--- src/rtl/tree_ser_if.sv ---
// Parallel word handshake into the serializer.
interface tree_ser_if #(
  parameter int unsigned W = 4
) ();
  logic [W-1:0] din;
  logic         din_valid;
  logic         din_ready;

  modport master (output din, output din_valid, input din_ready);
  modport slave  (input din, input din_valid, output din_ready);
endinterface

--- src/rtl/tree_ser.sv ---
// Serializer: 2-entry word FIFO feeding an LSB-first bit stream, one marker
// bit after each reset release, sticky underflow when a burst starves.
`ifndef SERDES_STAGES
`define SERDES_STAGES 2
`endif

module tree_ser #(
  parameter int unsigned STAGES = `SERDES_STAGES
) (
  input  logic        clk,
  input  logic        rstb,
  tree_ser_if.slave   bus,
  output logic        dout,
  output logic        dout_valid,
  output logic        word_start,
  output logic        underflow
);

  localparam int unsigned W = 1 << STAGES;
  localparam int unsigned DEPTH = 2;

  typedef enum logic [1:0] {IDLE, MARK, SHIFT} state_t;

  state_t              state, state_nxt;
  logic [W-1:0]        mem [DEPTH];
  logic                rd_ptr, wr_ptr;
  logic [1:0]          count, count_nxt;
  logic [W-1:0]        shreg, shreg_nxt;
  logic [STAGES-1:0]   bitcnt, bitcnt_nxt;
  logic                marker_sent, marker_nxt;
  logic                underflow_nxt;
  logic                load;
  logic                push;
  logic                dout_nxt, dout_valid_nxt, word_start_nxt;

  // Accept only against the registered ready, so valid never feeds ready.
  assign push = bus.din_valid && bus.din_ready;

  // FIFO occupancy after this edge; a load pops using pre-edge contents.
  always_comb begin
    count_nxt = count;
    case ({push, load})
      2'b10:   count_nxt = 2'(count + 2'd1);
      2'b01:   count_nxt = 2'(count - 2'd1);
      default: count_nxt = count;
    endcase
  end

  // Next-state, shift-register load and registered output values.
  always_comb begin
    state_nxt      = state;
    load           = 1'b0;
    shreg_nxt      = shreg;
    bitcnt_nxt     = bitcnt;
    marker_nxt     = marker_sent;
    underflow_nxt  = underflow;
    dout_nxt       = 1'b0;
    dout_valid_nxt = 1'b0;
    word_start_nxt = 1'b0;

    case (state)
      IDLE: begin
        if (count != 2'd0) begin
          if (!marker_sent) begin
            state_nxt  = MARK;
            marker_nxt = 1'b1;
          end else begin
            state_nxt = SHIFT;
            load      = 1'b1;
          end
        end
      end
      MARK: begin
        if (count != 2'd0) begin
          state_nxt = SHIFT;
          load      = 1'b1;
        end else begin
          state_nxt = IDLE;
        end
      end
      SHIFT: begin
        bitcnt_nxt = STAGES'(bitcnt + 1'b1);
        if (bitcnt == STAGES'(W - 1)) begin
          if (count != 2'd0) begin
            load = 1'b1;
          end else begin
            state_nxt     = IDLE;
            underflow_nxt = 1'b1;
          end
        end
      end
      default: state_nxt = IDLE;
    endcase

    if (load) begin
      shreg_nxt  = mem[rd_ptr];
      bitcnt_nxt = '0;
    end

    case (state_nxt)
      MARK: begin
        dout_nxt       = 1'b1;
        dout_valid_nxt = 1'b1;
      end
      SHIFT: begin
        dout_nxt       = shreg_nxt[bitcnt_nxt];
        dout_valid_nxt = 1'b1;
        word_start_nxt = (bitcnt_nxt == '0);
      end
      default: ;
    endcase
  end

  // State, FIFO storage and registered outputs; reset clears everything.
  always_ff @(posedge clk or negedge rstb) begin
    if (!rstb) begin
      state         <= IDLE;
      for (int i = 0; i < DEPTH; i++) mem[i] <= '0;
      rd_ptr        <= 1'b0;
      wr_ptr        <= 1'b0;
      count         <= 2'd0;
      shreg         <= '0;
      bitcnt        <= '0;
      marker_sent   <= 1'b0;
      underflow     <= 1'b0;
      dout          <= 1'b0;
      dout_valid    <= 1'b0;
      word_start    <= 1'b0;
      bus.din_ready <= 1'b0;
    end else begin
      state       <= state_nxt;
      if (push) begin
        mem[wr_ptr] <= bus.din;
        wr_ptr      <= ~wr_ptr;
      end
      if (load) rd_ptr <= ~rd_ptr;
      count         <= count_nxt;
      shreg         <= shreg_nxt;
      bitcnt        <= bitcnt_nxt;
      marker_sent   <= marker_nxt;
      underflow     <= underflow_nxt;
      dout          <= dout_nxt;
      dout_valid    <= dout_valid_nxt;
      word_start    <= word_start_nxt;
      bus.din_ready <= (count_nxt < 2'(DEPTH));
    end
  end

endmodule

--- src/flat_wrapper.sv ---
// flat-port wrapper written by rule: the top's interface ports become plain ports
module tree_ser_flat 
#(
  parameter int unsigned STAGES = `SERDES_STAGES
)
  (clk, rstb, dout, dout_valid, word_start, underflow, bus_din, bus_din_valid, bus_din_ready);
  tree_ser_if #(.W((4))) bus_i ();
  input  logic clk;
  input  logic rstb;
  output logic dout;
  output logic dout_valid;
  output logic word_start;
  output logic underflow;
  input wire logic [$bits(bus_i.din)-1:0] bus_din;
  input wire logic [$bits(bus_i.din_valid)-1:0] bus_din_valid;
  output wire logic [$bits(bus_i.din_ready)-1:0] bus_din_ready;
  assign bus_i.din = bus_din;
  assign bus_i.din_valid = bus_din_valid;
  assign bus_din_ready = bus_i.din_ready;
  tree_ser #(.STAGES(STAGES)) u_core (.clk(clk), .rstb(rstb), .bus(bus_i), .dout(dout), .dout_valid(dout_valid), .word_start(word_start), .underflow(underflow));
endmodule
--- config.mk ---
export PLATFORM = sky130hd
export DESIGN_NAME = tree_ser_flat
export DESIGN_NICKNAME = d
export VERILOG_FILES = /design/src/rtl/tree_ser_if.sv /design/src/rtl/tree_ser.sv /design/src/flat_wrapper.sv
export SDC_FILE = /design/constraint.sdc
export NUM_CORES = 1
export LEC_CHECK = 0
export ABC_AREA = 1
export CORE_MARGIN = 1.5
export CORE_UTILIZATION = 45
export DETAILED_ROUTE_END_ITERATION = 8
export MAX_ROUTING_LAYER = met4
export PLACE_DENSITY = 0.68
export SYNTH_ARGS = -nofsm -noshare
export SYNTH_HDL_FRONTEND = slang
export SYNTH_SLANG_ARGS = --single-unit
--- constraint.sdc ---
create_clock -name clk -period 1.8 [get_ports clk]
set_input_delay 0.18 -clock clk [delete_from_list [all_inputs] [get_ports clk]]
set_output_delay 0.18 -clock clk [all_outputs]
set_load 0.01 [all_outputs]
==> results list, run 1 <==
* Share of synthesized flip-flops with an asynchronous set or reset: between 90% and 100%
* Final instance area: about 1400 um2
* Area of the mapped netlist: roughly 1200 um2
- Kind of end point of the critical path: flip-flop
* CTS Sinks: 26
* Number of buffer and inverter instances along the worst setup path: 3
* Peak supply drop: around 1.0 mV
* Later-pin clock latency in the skew report: around 0.32 ns
- Sequential elements use a little over half of the synthesized area.
* Resized Gates After CTS: 0
- The cell family contributing the most delay on the critical path is adder cells.
- Crit path required time: approximately 2 ns
- The hold violation count in the final report is 0.
* Final hold slack: 0.199 ns
- Sum of overflow across all layers after global routing: 0
- Clock skew after layout: between 0.01 and 0.015 ns
- Internal power of the cells: between 1.5 and 2 mW
- Number of nets in the synthesized netlist: 153
- H-tree depth: 1
- The slowest stage of the critical path is the sky130_fd_sc_hd__dfrtp_1 cell.
* Status: finished, final reports clean
- Logic pwr share: ~46%
- Of the total power, the share spent switching nets is a little under two fifths.
* Via count: 886
- For this design the ratio of total power to cell area is approximately 1800 nW/um2.
* Wire per inst: between 10 and 15 um
- Most frequent cells in the layout: 35 x sky130_fd_sc_hd__nand2_1, 28 x sky130_fd_sc_hd__inv_1, 26 x sky130_fd_sc_hd__dfrtp_1
* Core area: between 2000 and 3000 um2
- The clock network is responsible for between 10% and 20% of the overall power.
- Via/cell ratio: 4.74
* # IOs: 12
- The count of nets left with antenna violations once routing finished came out at 0.
- Clock transition at path regs: between 0.1 and 0.15 ns
* Count of standard-cell rows: 18
- The first global-routing pass estimated 3440 um of wire.
- DRT Wirelength: 2060 um
* Final setup violation count: 0
* Clock tree from TritonCTS: yes
* Clk buf depth: 2
- Post-layout nets: 169
- The floorplan step set the die height to between 50 and 60 um.
- Tmin final: 1.70 ns
- Setup fix buffers added after clock tree synthesis: 0
- Placed standard-cell area: roughly 1400 um2
- For this run, the top clock speed supported by timing is approximately 590 MHz.
- 0 antenna diodes ended up in the layout.
- Routability-driven placement finished with a final weighted congestion of around 0.76.
- Number of antenna violations at the first check in global routing: 0
* Fraction of layout instances using a drive strength above 1: between 10% and 20%
- Global Route Usage Sum: about 17%
* Maximum fanout along the worst path: 3
- Count of input and output buffers: 11
- STA classifies the critical path startpoint as a flip-flop.
- Post-Synthesis Cells: roughly 140
- Half-perimeter wire length after detailed placement: around 1500 um
* Hold WC Path Type: in -> async
- Count of different cell masters after synthesis: 23
- Floorplan die area: ~3000 um2
* Die width: around 55 um
* Relative max-transition margin: 78.5%
- The library cell used most frequently in the layout, excluding fill and tap cells, is sky130_fd_sc_hd__nand2_1.
- The via count of the first global-routing pass is ~840.
- Most frequent CP cell: sky130_fd_sc_hd__inv_1
* Buffer type at the clock tree root: sky130_fd_sc_hd__clkbuf_4
- After the first detailed-routing iteration, the DRC count stood at 10.
* CP Cell Sequence: ha_2 -> inv_1 -> nand3_2 -> nand3_2 -> inv_1 -> ha_4 -> a21oi_2 -> o21ai_1 -> xor2_1 -> inv_1
- Synth Register Bits: 26
- After detailed placement, the design holds a cell count of roughly 180.
- Number of max-cap violations: 0
- The final max-slew violation count came to 0.
- After layout, the worst path uses approximately 94% of the clock period.
* Ys Warns: 0
* DRC errors left: 0
- Final cell count without fillers: 187
* CP Data Arrival Time: 1.92 ns
- In the final timing run, aggregate negative setup slack is 0 ns.
* Number of fill cells: 232
* Largest net degree at the start of global routing: 27
- The share of total power dissipated in sequential elements is 38.7%.
* Reported net switching power: ~0.98 mW
- After layout, the design draws a total of between 2 and 3 mW.
* Category of the most critical setup path: reg -> reg
* Number of flops mapped to enable cells by yosys: 0
- Count of hold buffers inserted by post-cts repair: 0
- At the pin with the least slew margin, the transition time is 0.322 ns.
- Buffers inserted during clock tree synthesis total 3.
- Summed over all cells, the static leakage comes to between 0.7 and 0.8 nW.
- Number of detailed-route iterations in the first pass: 4
- The area growth from synthesis to layout is 18.9%.
- For this run, the leading register cell type out of synthesis is sky130_fd_sc_hd__dfrtp_1.
* Starting utilization of the core area: around half
- Averaged over all synthesized cells, the footprint is 8.56 um2.
* Maximum cell stage delay along the critical path: approximately 0.43 ns
flip-flops by register name (all words and copies together), names as in the netlist:
name and count:
u_core.mem 8, u_core.shreg 4, u_core.bitcnt 2, u_core.count 2, u_core.state 2, u_core.bus.din_ready 1
u_core.dout 1, u_core.dout_valid 1, u_core.marker_sent 1, u_core.rd_ptr 1, u_core.underflow 1, u_core.word_start 1
u_core.wr_ptr 1
cell usage after synthesis, types with 2 or more instances:
master | instances | area share (%)
sky130_fd_sc_hd__o21ai_0 | 12 | 4.9
sky130_fd_sc_hd__nor2_1 | 3 | 0.93
sky130_fd_sc_hd__a21oi_1 | 3 | 1.2
sky130_fd_sc_hd__nor2_2 | 3 | 1.5
sky130_fd_sc_hd__xor2_1 | 2 | 1.4
sky130_fd_sc_hd__inv_1 | 28 | 8.7
sky130_fd_sc_hd__nand3_1 | 12 | 4.9
sky130_fd_sc_hd__nand2_1 | 36 | 11
sky130_fd_sc_hd__ha_1 | 4 | 4.1
sky130_fd_sc_hd__dfrtp_1 | 26 | 54
stage by stage:
step / setup slack [ns] / utilization, %
global placement: 0.101 / 54.1
global route: -0.00869 / 57.3
detailed placement: 0.0500 / 54.1
floorplan: 0.0136 / -
CTS: 0.0137 / 56.2
finish: 0.0993 / 57.3
area by class of cell:
| cell class | instances | area, um2 | area share, % |
|---|---|---|---|
| flip-flops and latches | 26 | 651 | 45.0 |
| multi-input cells | 85 | 470 | 32.6 |
| repair buffers | 13 | 125 | 8.66 |
| inverters | 29 | 109 | 7.53 |
| well taps | 30 | 37.5 | 2.60 |
| clock inverters | 1 | 30.0 | 2.08 |
| clock buffers | 3 | 22.5 | 1.56 |
worst register-to-register path: stages (launching register included):
cell and delay, ns:
sky130_fd_sc_hd__dfrtp_1 0.43, sky130_fd_sc_hd__ha_2 0.20, sky130_fd_sc_hd__inv_1 0.10, sky130_fd_sc_hd__nand3_2 0.10, sky130_fd_sc_hd__nand3_2 0.08, sky130_fd_sc_hd__inv_1 0.06, sky130_fd_sc_hd__ha_4 0.27, sky130_fd_sc_hd__a21oi_2 0.03
sky130_fd_sc_hd__o21ai_1 0.09, sky130_fd_sc_hd__xor2_1 0.19, sky130_fd_sc_hd__inv_1 0.05
final timing paths:
path	startpoint	endpoint	slack (ns)	cells after the start
min in group clk	bus_din[0]	u_core.mem[4]$_DFFE_PN0P_	0.41	3
worst min-delay path	rstb	u_core.underflow$_DFFE_PN0P_	0.20	2
worst min register to register	u_core.underflow$_DFFE_PN0P_	u_core.underflow$_DFFE_PN0P_	0.49	1
worst max register to register	u_core.bitcnt[0]$_DFF_PN0_	u_core.bus.din_ready$_DFF_PN0_	0.1	10
max in group asynchronous	rstb	u_core.dout$_DFF_PN0_	1.35	2
worst max-delay path	u_core.bitcnt[0]$_DFF_PN0_	u_core.bus.din_ready$_DFF_PN0_	0.1	10
power groups by stage:
| stage | Sequential, mW | Combinational (mW) | Clock [mW] |
|---|---|---|---|
| 2_1_floorplan | 1.01 | 0.808 | 0 |
| 3_5_place_dp | 1.01 | 1.13 | 0 |
| 5_1_grt | 1.04 | 1.37 | 0.425 |
| 6_report | 1.00 | 1.19 | 0.394 |
| 4_1_cts | 0.998 | 1.13 | 0.408 |
| 3_3_place_gp | 1.01 | 1.09 | 0 |
metal layers:
metal / GRT usage, % / vias up / share of wire [%]
li1: - / 463 / -
met1: 19.8 / 398 / 46
met2: 26.6 / 15 / 47
met3: 3.23 / 10 / 2.8
met4: 11.0 / 0 / 4.4
met5: - / - / 0
cell families (layout without fill, tap and decap cells):
| logic type | count (synthesis) | count (layout) | share of synthesized area, % |
|---|---|---|---|
| buffers and inverters | 31 | 46 | 10.2 |
| adders and majority gates | 4 | 4 | 4.12 |
| DFF | 26 | 26 | 53.6 |
| and+or+nand+nor | 60 | 60 | 21.9 |
| xor gates and xnor gates | 3 | 3 | 2.16 |
| AOI/OAI and AO/OA | 18 | 18 | 8.03 |
Power figures use the tool's default switching activity.
==> inputs of run 2 (changes only) <==
--- a/config.mk
+++ b/config.mk
@@ -7,10 +7,10 @@
 export LEC_CHECK = 0
 export ABC_AREA = 1
 export CORE_MARGIN = 1.5
-export CORE_UTILIZATION = 45
+export CORE_UTILIZATION = 40
+export CTS_CLUSTER_SIZE = 24
 export DETAILED_ROUTE_END_ITERATION = 8
 export MAX_ROUTING_LAYER = met4
-export PLACE_DENSITY = 0.68
 export SYNTH_ARGS = -nofsm -noshare
 export SYNTH_HDL_FRONTEND = slang
 export SYNTH_SLANG_ARGS = --single-unit
==> results list, run 2 (synthesis gave the netlist of run 1 again) <==
- Delay-heaviest family, CP: flip-flops
- # IOs: 12 (unchanged)
- Max-slew violation count: 0 (unchanged)
- Most frequent cells in the layout: 36 x sky130_fd_sc_hd__nand2_1, 28 x sky130_fd_sc_hd__inv_1, 26 x sky130_fd_sc_hd__dfrtp_1
* Relative area change from synthesis to final layout: 19.3%
* Internal power of the cells: 1.52 mW (-5.3%)
- Starting utilization of the core area: 42.9% (-5.2 points)
- Half-perimeter wire length after detailed placement: 1560 um (+4.1%)
* Count of hold buffers inserted by post-cts repair: 0 (unchanged)
- Net Sw Frac: 39.5% (+1.6 points)
- The x dimension of the die was 58.1 um (+5.7%).
- The checks that failed: design-rule violations.
* Clock tree from TritonCTS: yes
- The wire length reported by the detailed router is 2160 um (+4.7%).
- The overall fraction of global-route tracks in use came to 14.7% (-2.2 points).
- Core area: 2830 um2 (+12%)
- Most flops, register: u_core.mem
- Counting stages on the worst path, the most repeated cell is sky130_fd_sc_hd__inv_1.
- First-pass GRT wire length: 3710 um (+8.0%)
* Peak clock frequency supported by timing: 584 MHz (-0.70%)
* Number of max-cap violations: 0 (unchanged)
- The slew at the pin closest to its max-slew limit is 0.333 ns (+0.0108 ns).
- End of the worst register-to-register path: u_core.bus.din_ready$_DFF_PN0_
- In this run the critical register-to-register path is launched from u_core.bitcnt[0]$_DFF_PN0_.
* Status: finished with violations
- Final weighted congestion of routability-driven global placement: 0.730 (-3.6%)
- The delay of the slowest cell on the worst path came to 0.45 ns (+0.02 ns).
- The share of the cycle needed by the critical path after routing is 95.2% (+0.67 points).
* Kind of launch point of the worst setup path: flip-flop
* Number of antenna violations at the first check in global routing: 0 (unchanged)
* Via/cell ratio: 4.71 (-0.69%)
- The worst slew margin relative to its limit is 77.8% (-0.72 points).
* Reg2reg setup slack: 0.09 ns (about the same)
- PwrDens: 1730 nW/um2 (-3.1%)
- Path depth of the worst reg2reg path: 10 (unchanged)
- Reported net switching power: 0.993 mW (+1.2%)
* Number of flip-flops in the largest register: 8 (unchanged)
- CP Cell Sequence: ha_4 -> inv_1 -> nand3_2 -> nand3_2 -> inv_1 -> ha_4 -> a21oi_2 -> o21ai_1 -> xor2_1 -> inv_1
- Crit path required time: 2.02 ns (about the same)
- The final clock skew was 0.00298 ns (-0.0102 ns).
- TritonCTS Buffers: 3 (unchanged)
- CP Data Arrival Time: 1.93 ns (about the same)
* Top Registers: u_core.mem: 8 flops, u_core.shreg: 4 flops
* Tmin final: 1.71 ns (+0.0120 ns)
- Crit-path slowest cell: sky130_fd_sc_hd__dfrtp_1
- The number of DRC violations after detailed-routing iteration 0 came to 25 (+15).
* Category of the most critical setup path: reg -> reg
* Number of buffer and inverter instances along the worst setup path: 3 (unchanged)
- Leading cell type in the layout, fill and taps excluded: sky130_fd_sc_hd__nand2_1
- Ant diodes: 0 (unchanged)
* Leak Pwr: 0.746 nW (+0.51%)
- H-tree depth: 1 (unchanged)
- Post-layout nets: 171 (+1.2%)
- The hold violation count in the final report came to 0 (unchanged).
- CTS Sinks: 26 (unchanged)
* Hold WC Path Type: in -> async
- The post-route antenna net violation count came to 0 (unchanged).
- Via count of the first global-routing pass: 839 (+0.12%)
- Part of the total power dissipated in sequential elements: 40.8% (+2.1 points)
* Power after layout: 2.51 mW (-2.8%)
- The tree is rooted in a sky130_fd_sc_hd__clkbuf_4.
- The number of standard-cell rows in the floorplan is 19 (+1).
* Fraction of layout instances using a drive strength above 1: 13.2% (-0.17 points)
- The combinational share of power came to 47.6% (+1.5 points).
* Peak supply drop: 0.743 mV (-29%)
- Clock transition at path regs: 0.14 ns (about the same)
- Number of detailed-route iterations in the first pass: 7 (+3)
- Count of input and output buffers: 11 (unchanged)
- The maximum fanout along the worst path is 3 (unchanged).
- DRC errors left: 2 (+2)
- The final-report setup violation count was 0 (unchanged).
- Kind of end point of the critical path: flip-flop
- Proportion of power drawn by the clock network: 11.6% (-3.6 points)
- The area of the die is 3380 um2 (+12%).
- Clk buf depth: 2 (unchanged)
* Post-layout util: 51.2% (-6.1 points)
- Later-pin clock latency in the skew report: 0.31 ns (about the same)
- Vertical die dimension: 58.1 um (+5.7%)
* Sum of overflow across all layers after global routing: 0 (unchanged)
- Largest net degree at the start of global routing: 27 (unchanged)
* Wire per inst: 11.4 um (+3.1%)
- Via count: 894 (+0.90%)
[run 2: cell count changes in the layout (fill, tap and decap cells not counted), sizes merged]
cell,delta
buf,+2
bufinv,-1
clkbuf,+1
[run 2: how the worst max path moves through the flow]
| stage | start | cells after the start | slack [ns] | end |
|---|---|---|---|---|
| final | u_core.bitcnt[0]$_DFF_PN0_ | 10 | 0.09 | u_core.bus.din_ready$_DFF_PN0_ |
| after global routing | u_core.bitcnt[0]$_DFF_PN0_ | 10 | -0.006 | u_core.bus.din_ready$_DFF_PN0_ |
| after global placement | u_core.bitcnt[0]$_DFF_PN0_ | 10 | 0.10 | u_core.bus.din_ready$_DFF_PN0_ |
| after CTS | u_core.bitcnt[0]$_DFF_PN0_ | 10 | 0.01 | u_core.bus.din_ready$_DFF_PN0_ |
| after floorplan | u_core.bitcnt[0]$_DFF_PN0_ | 11 | 0.01 | u_core.bus.din_ready$_DFF_PN0_ |
| after detailed placement | u_core.bitcnt[0]$_DFF_PN0_ | 10 | 0.003 | u_core.bus.din_ready$_DFF_PN0_ |
[run 2: final cells by class]
type	instances	area, um2
fill	272	1380
sequential	26	651
multi-input combinational	85	474
timing repair buffer	15	140
inverter	29	109
tap	31	38.8
clock buffer	4	36.3
[run 2: stage by stage]
stage               hold slack (ns)  setup TNS (ns)  instances  setup slack, ns  cell area (um2)
floorplan                    -0.116               0        142           0.0136             1220
global placement              0.468               0        185            0.105             1370
detailed placement            0.468               0        185          0.00338             1370
CTS                           0.207               0        189           0.0129             1410
global route                  0.218        -0.00555        190         -0.00555             1450
finish                        0.213               0        190           0.0873             1450
[run 2: what timing repair did]
| action | CTS | global route |
|---|---|---|
| setup buffers | 0 | 1 |
| resized for setup | 0 | 4 |
| pin swaps | 1 | 3 |
| endpoints found under the setup margin | 1 | 2 |
[run 2: power groups by stage]
| stage | Combinational, mW | Clock (mW) | Sequential, mW |
|---|---|---|---|
| global route | 1.38 | 0.329 | 1.05 |
| detailed placement | 1.12 | 0 | 1.02 |
| global placement | 1.08 | 0 | 1.01 |
| finish | 1.20 | 0.290 | 1.02 |
| floorplan | 0.808 | 0 | 1.01 |
| CTS | 1.13 | 0.313 | 1.01 |
[run 2: per-layer routing]
| metal | vias to the layer above | global-route usage, % | part of all wire, % | wire length [um] |
|---|---|---|---|---|
| met2 | 14 | 22.6 | 46 | 994 |
| met1 | 410 | 20.1 | 51 | 1090 |
| met5 | - | - | 0 | 0 |
| met4 | 0 | 4.98 | 0.60 | 13 |
| li1 | 468 | - | - | - |
| met3 | 2 | 2.01 | 2.9 | 62 |
==> inputs of run 3 (changes only) <==
==> constraint.sdc (replaced) <==
create_clock -name clk -period 1.47 [get_ports clk]
set_input_delay 0.147 -clock clk [delete_from_list [all_inputs] [get_ports clk]]
set_output_delay 0.147 -clock clk [all_outputs]
set_load 0.01 [all_outputs]
==> results list, run 3 (synthesis gave the netlist of run 1 again) <==
- From synthesis to final layout, the design area changed by 32.9%.
- In this run the critical register-to-register path is launched from u_core.bitcnt[0]$_DFF_PN0_.
* CP Data Arrival Time: 1.81 ns (-0.12 ns)
- Number of antenna violations at the first check in global routing: 0 (unchanged)
- The die span in y is 58.1 um (unchanged).
- Ant diodes: 0 (unchanged)
* Largest net degree at the start of global routing: 27 (unchanged)
- Count of standard-cell rows: 19 (unchanged)
* Via count of the first global-routing pass: 929 (+11%)
- Setup TNS after final layout: -0.215 ns (-0.215 ns)
* Die width: 58.1 um (unchanged)
- Final instance area: 1610 um2 (+11%)
- The number of DRC violations after detailed-routing iteration 0 was 17 (-32%).
- Grouping stages by cell kind, the critical path spends the most delay in adder cells.
* Number of buffer and inverter instances along the worst setup path: 3 (unchanged)
* CTS Sinks: 26 (unchanged)
* Peak clock frequency supported by timing: 632 MHz (+8.3%)
* Most flops, register: u_core.mem
* Count of input and output buffers: 11 (unchanged)
- Floorplan die area: 3380 um2 (unchanged)
* Hold Fails Final Rpt: 0 (unchanged)
* RSZ-0062 raised after global routing: yes
- PwrDens: 2220 nW/um2 (+28%)
- The worst slew margin relative to its limit is 78.0% (+0.18 points).
- PnR worst setup slack: -0.111 ns (-0.199 ns)
- Kind of launch point of the worst setup path: flip-flop
- The worst hold path belongs to the class in -> async.
- H-tree depth: 1 (unchanged)
* Clock tree from TritonCTS: yes
* CP Cell Sequence: ha_2 -> inv_2 -> nand3_2 -> nand3_2 -> inv_2 -> ha_4 -> a21oi_2 -> o21ai_1 -> xor2_1 -> inv_1
- CTS placed an instance of sky130_fd_sc_hd__clkbuf_4 at the clock tree root.
- The overall fraction of global-route tracks in use is 15.7% (+0.97 points).
* Status: finished with violations
* Leak Pwr: 0.835 nW (+12%)
- The post-route antenna net violation count was 0 (unchanged).
- Category of the most critical setup path: reg -> reg
* Final weighted congestion of routability-driven global placement: 0.760 (+4.2%)
- Failing checks: negative setup slack
- Path depth of the worst reg2reg path: 10 (unchanged)
* Capture point of the worst path: u_core.bus.din_ready$_DFF_PN0_
- Number of flip-flops in the largest register: 8 (unchanged)
* Placed standard-cell area: 1510 um2 (+9.7%)
* Leading cell type in the layout, fill and taps excluded: sky130_fd_sc_hd__nand2_1
- The final-report setup violation count is 4 (+4).
* Kind of end point of the critical path: flip-flop
- The remaining design rule violation count is 0 (-2).
- The maximum fanout along the worst path is 2 (-1).
* TritonCTS Buffers: 3 (unchanged)
- The final clock skew came to 0.00393 ns (+0.000951 ns).
* First-pass GRT wire length: 3940 um (+6.1%)
* Crit path required time: 1.70 ns (-0.32 ns)
- Worst-margin pin slew: 0.330 ns (-0.00272 ns)
- Clk buf depth: 2 (unchanged)
- # IOs: 12 (unchanged)
- The final max-slew violation count was 0 (unchanged).
- The overall via count from detail_route is 954 (+6.7%).
- Clock transition at path regs: 0.15 ns (about the same)
- The placeable core region came to 2830 um2 (unchanged).
- Peak supply drop: 1.30 mV (+74%)
* Most frequent cells in the layout: 34 x sky130_fd_sc_hd__nand2_1, 26 x sky130_fd_sc_hd__dfrtp_1, 24 x sky130_fd_sc_hd__inv_1
- Number of detailed-route iterations in the first pass: 4 (-3)
- The number of cells on the critical path is 10 (unchanged).
- In the final layout, the registers with the most flip-flops are u_core.mem: 8 flops, u_core.shreg: 4 flops.
- Later-pin clock latency in the skew report: 0.32 ns (about the same)
- The total half-perimeter wirelength after legalization and detailed placement came to 1680 um (+7.2%).
- The register-to-register setup slack is -0.11 ns (-0.20 ns).
- Starting utilization of the core area: 42.9% (unchanged)
* Via/cell ratio: 4.61 (-2.1%)
- The wire length reported by the detailed router came to 2250 um (+3.9%).
* Post-layout nets: 188 (+9.9%)
* End of the worst register-to-register path: u_core.bus.din_ready$_DFF_PN0_
- Tmin final: 1.58 ns (-0.131 ns)
- The max-capacitance violation count is 0 (unchanged).
* Maximum cell stage delay along the critical path: 0.42 ns (-0.03 ns)
- The critical path starts at u_core.bitcnt[0]$_DFF_PN0_.
* Crit-path slowest cell: sky130_fd_sc_hd__dfrtp_1
* Share of the cycle needed by the critical path after routing: 108% (+12 points)
- Wire per inst: 10.9 um (-4.6%)
* Sum of overflow across all layers after global routing: 0 (unchanged)
* Fraction of layout instances using a drive strength above 1: 26.1% (+13 points)
-- run 3: power by group --
part	internal (mW)	total [mW]	switching [mW]
Clock	0.276	0.493	0.218
Sequential	1.03	1.22	0.187
Combinational	0.975	1.87	0.897
-- run 3: repair_timing --
action / in CTS / in global routing
pin swaps: 4 / 3
buffers inserted: 2 / 1
endpoints found under the hold margin: 0 / 0
hold buffers: 0 / 0
resized for setup: 5 / 4
endpoints found under the setup margin: 5 / 6
-- run 3: routing by layer --
layer | GRT usage [%] | part of all wire, %
met5 | - | 0
met4 | 5.98 | 0.85
met3 | 2.01 | 2.4
met2 | 26.1 | 50
met1 | 19.4 | 47
-- run 3: stage by stage --
stage	std cells	power, mW	hold slack (ns)	util [%]	setup WS (ns)
6_report	207	3.59	0.165	57.1	-0.111
4_1_cts	206	3.57	0.163	56.4	-0.112
2_1_floorplan	142	2.29	-0.149	-	-0.163
3_5_place_dp	200	2.99	0.463	53.3	-0.0975
5_1_grt	207	3.91	0.183	57.1	-0.199
3_3_place_gp	200	2.94	0.452	53.3	-0.0496
-- run 3: how the worst min path moves through the flow --
| stage | start | end | slack (ns) | cells past startpoint |
|---|---|---|---|---|
| floorplan | rstb | u_core.bitcnt[0]$_DFF_PN0_ | -0.15 | 0 |
| global placement | u_core.underflow$_DFFE_PN0P_ | u_core.underflow$_DFFE_PN0P_ | 0.45 | 1 |
| detailed placement | u_core.underflow$_DFFE_PN0P_ | u_core.underflow$_DFFE_PN0P_ | 0.46 | 1 |
| CTS | rstb | u_core.underflow$_DFFE_PN0P_ | 0.16 | 2 |
| global route | rstb | u_core.underflow$_DFFE_PN0P_ | 0.18 | 2 |
| finish | rstb | u_core.underflow$_DFFE_PN0P_ | 0.16 | 2 |
-- run 3: worst reg2reg max path: cells and delay by family, from the launching register on --
| family | cells | cell delay, ns |
|---|---|---|
| xor gates and xnor gates | 1 | 0.21 |
| buffers and inverters | 3 | 0.16 |
| AOI/OAI and AO/OA | 2 | 0.12 |
| DFF | 1 | 0.42 |
| adders and majority gates | 2 | 0.45 |
| and+or+nand+nor | 2 | 0.14 |
-- run 3: final cells by class --
class / count / area, um2
Sequential cell: 26 / 651
Tap cell: 31 / 38.8
Multi-Input combinational cell: 85 / 492
Fill cell: 259 / 1210
Clock buffer: 3 / 22.5
Clock inverter: 1 / 30.0
Timing Repair Buffer: 32 / 272
Inverter: 29 / 109
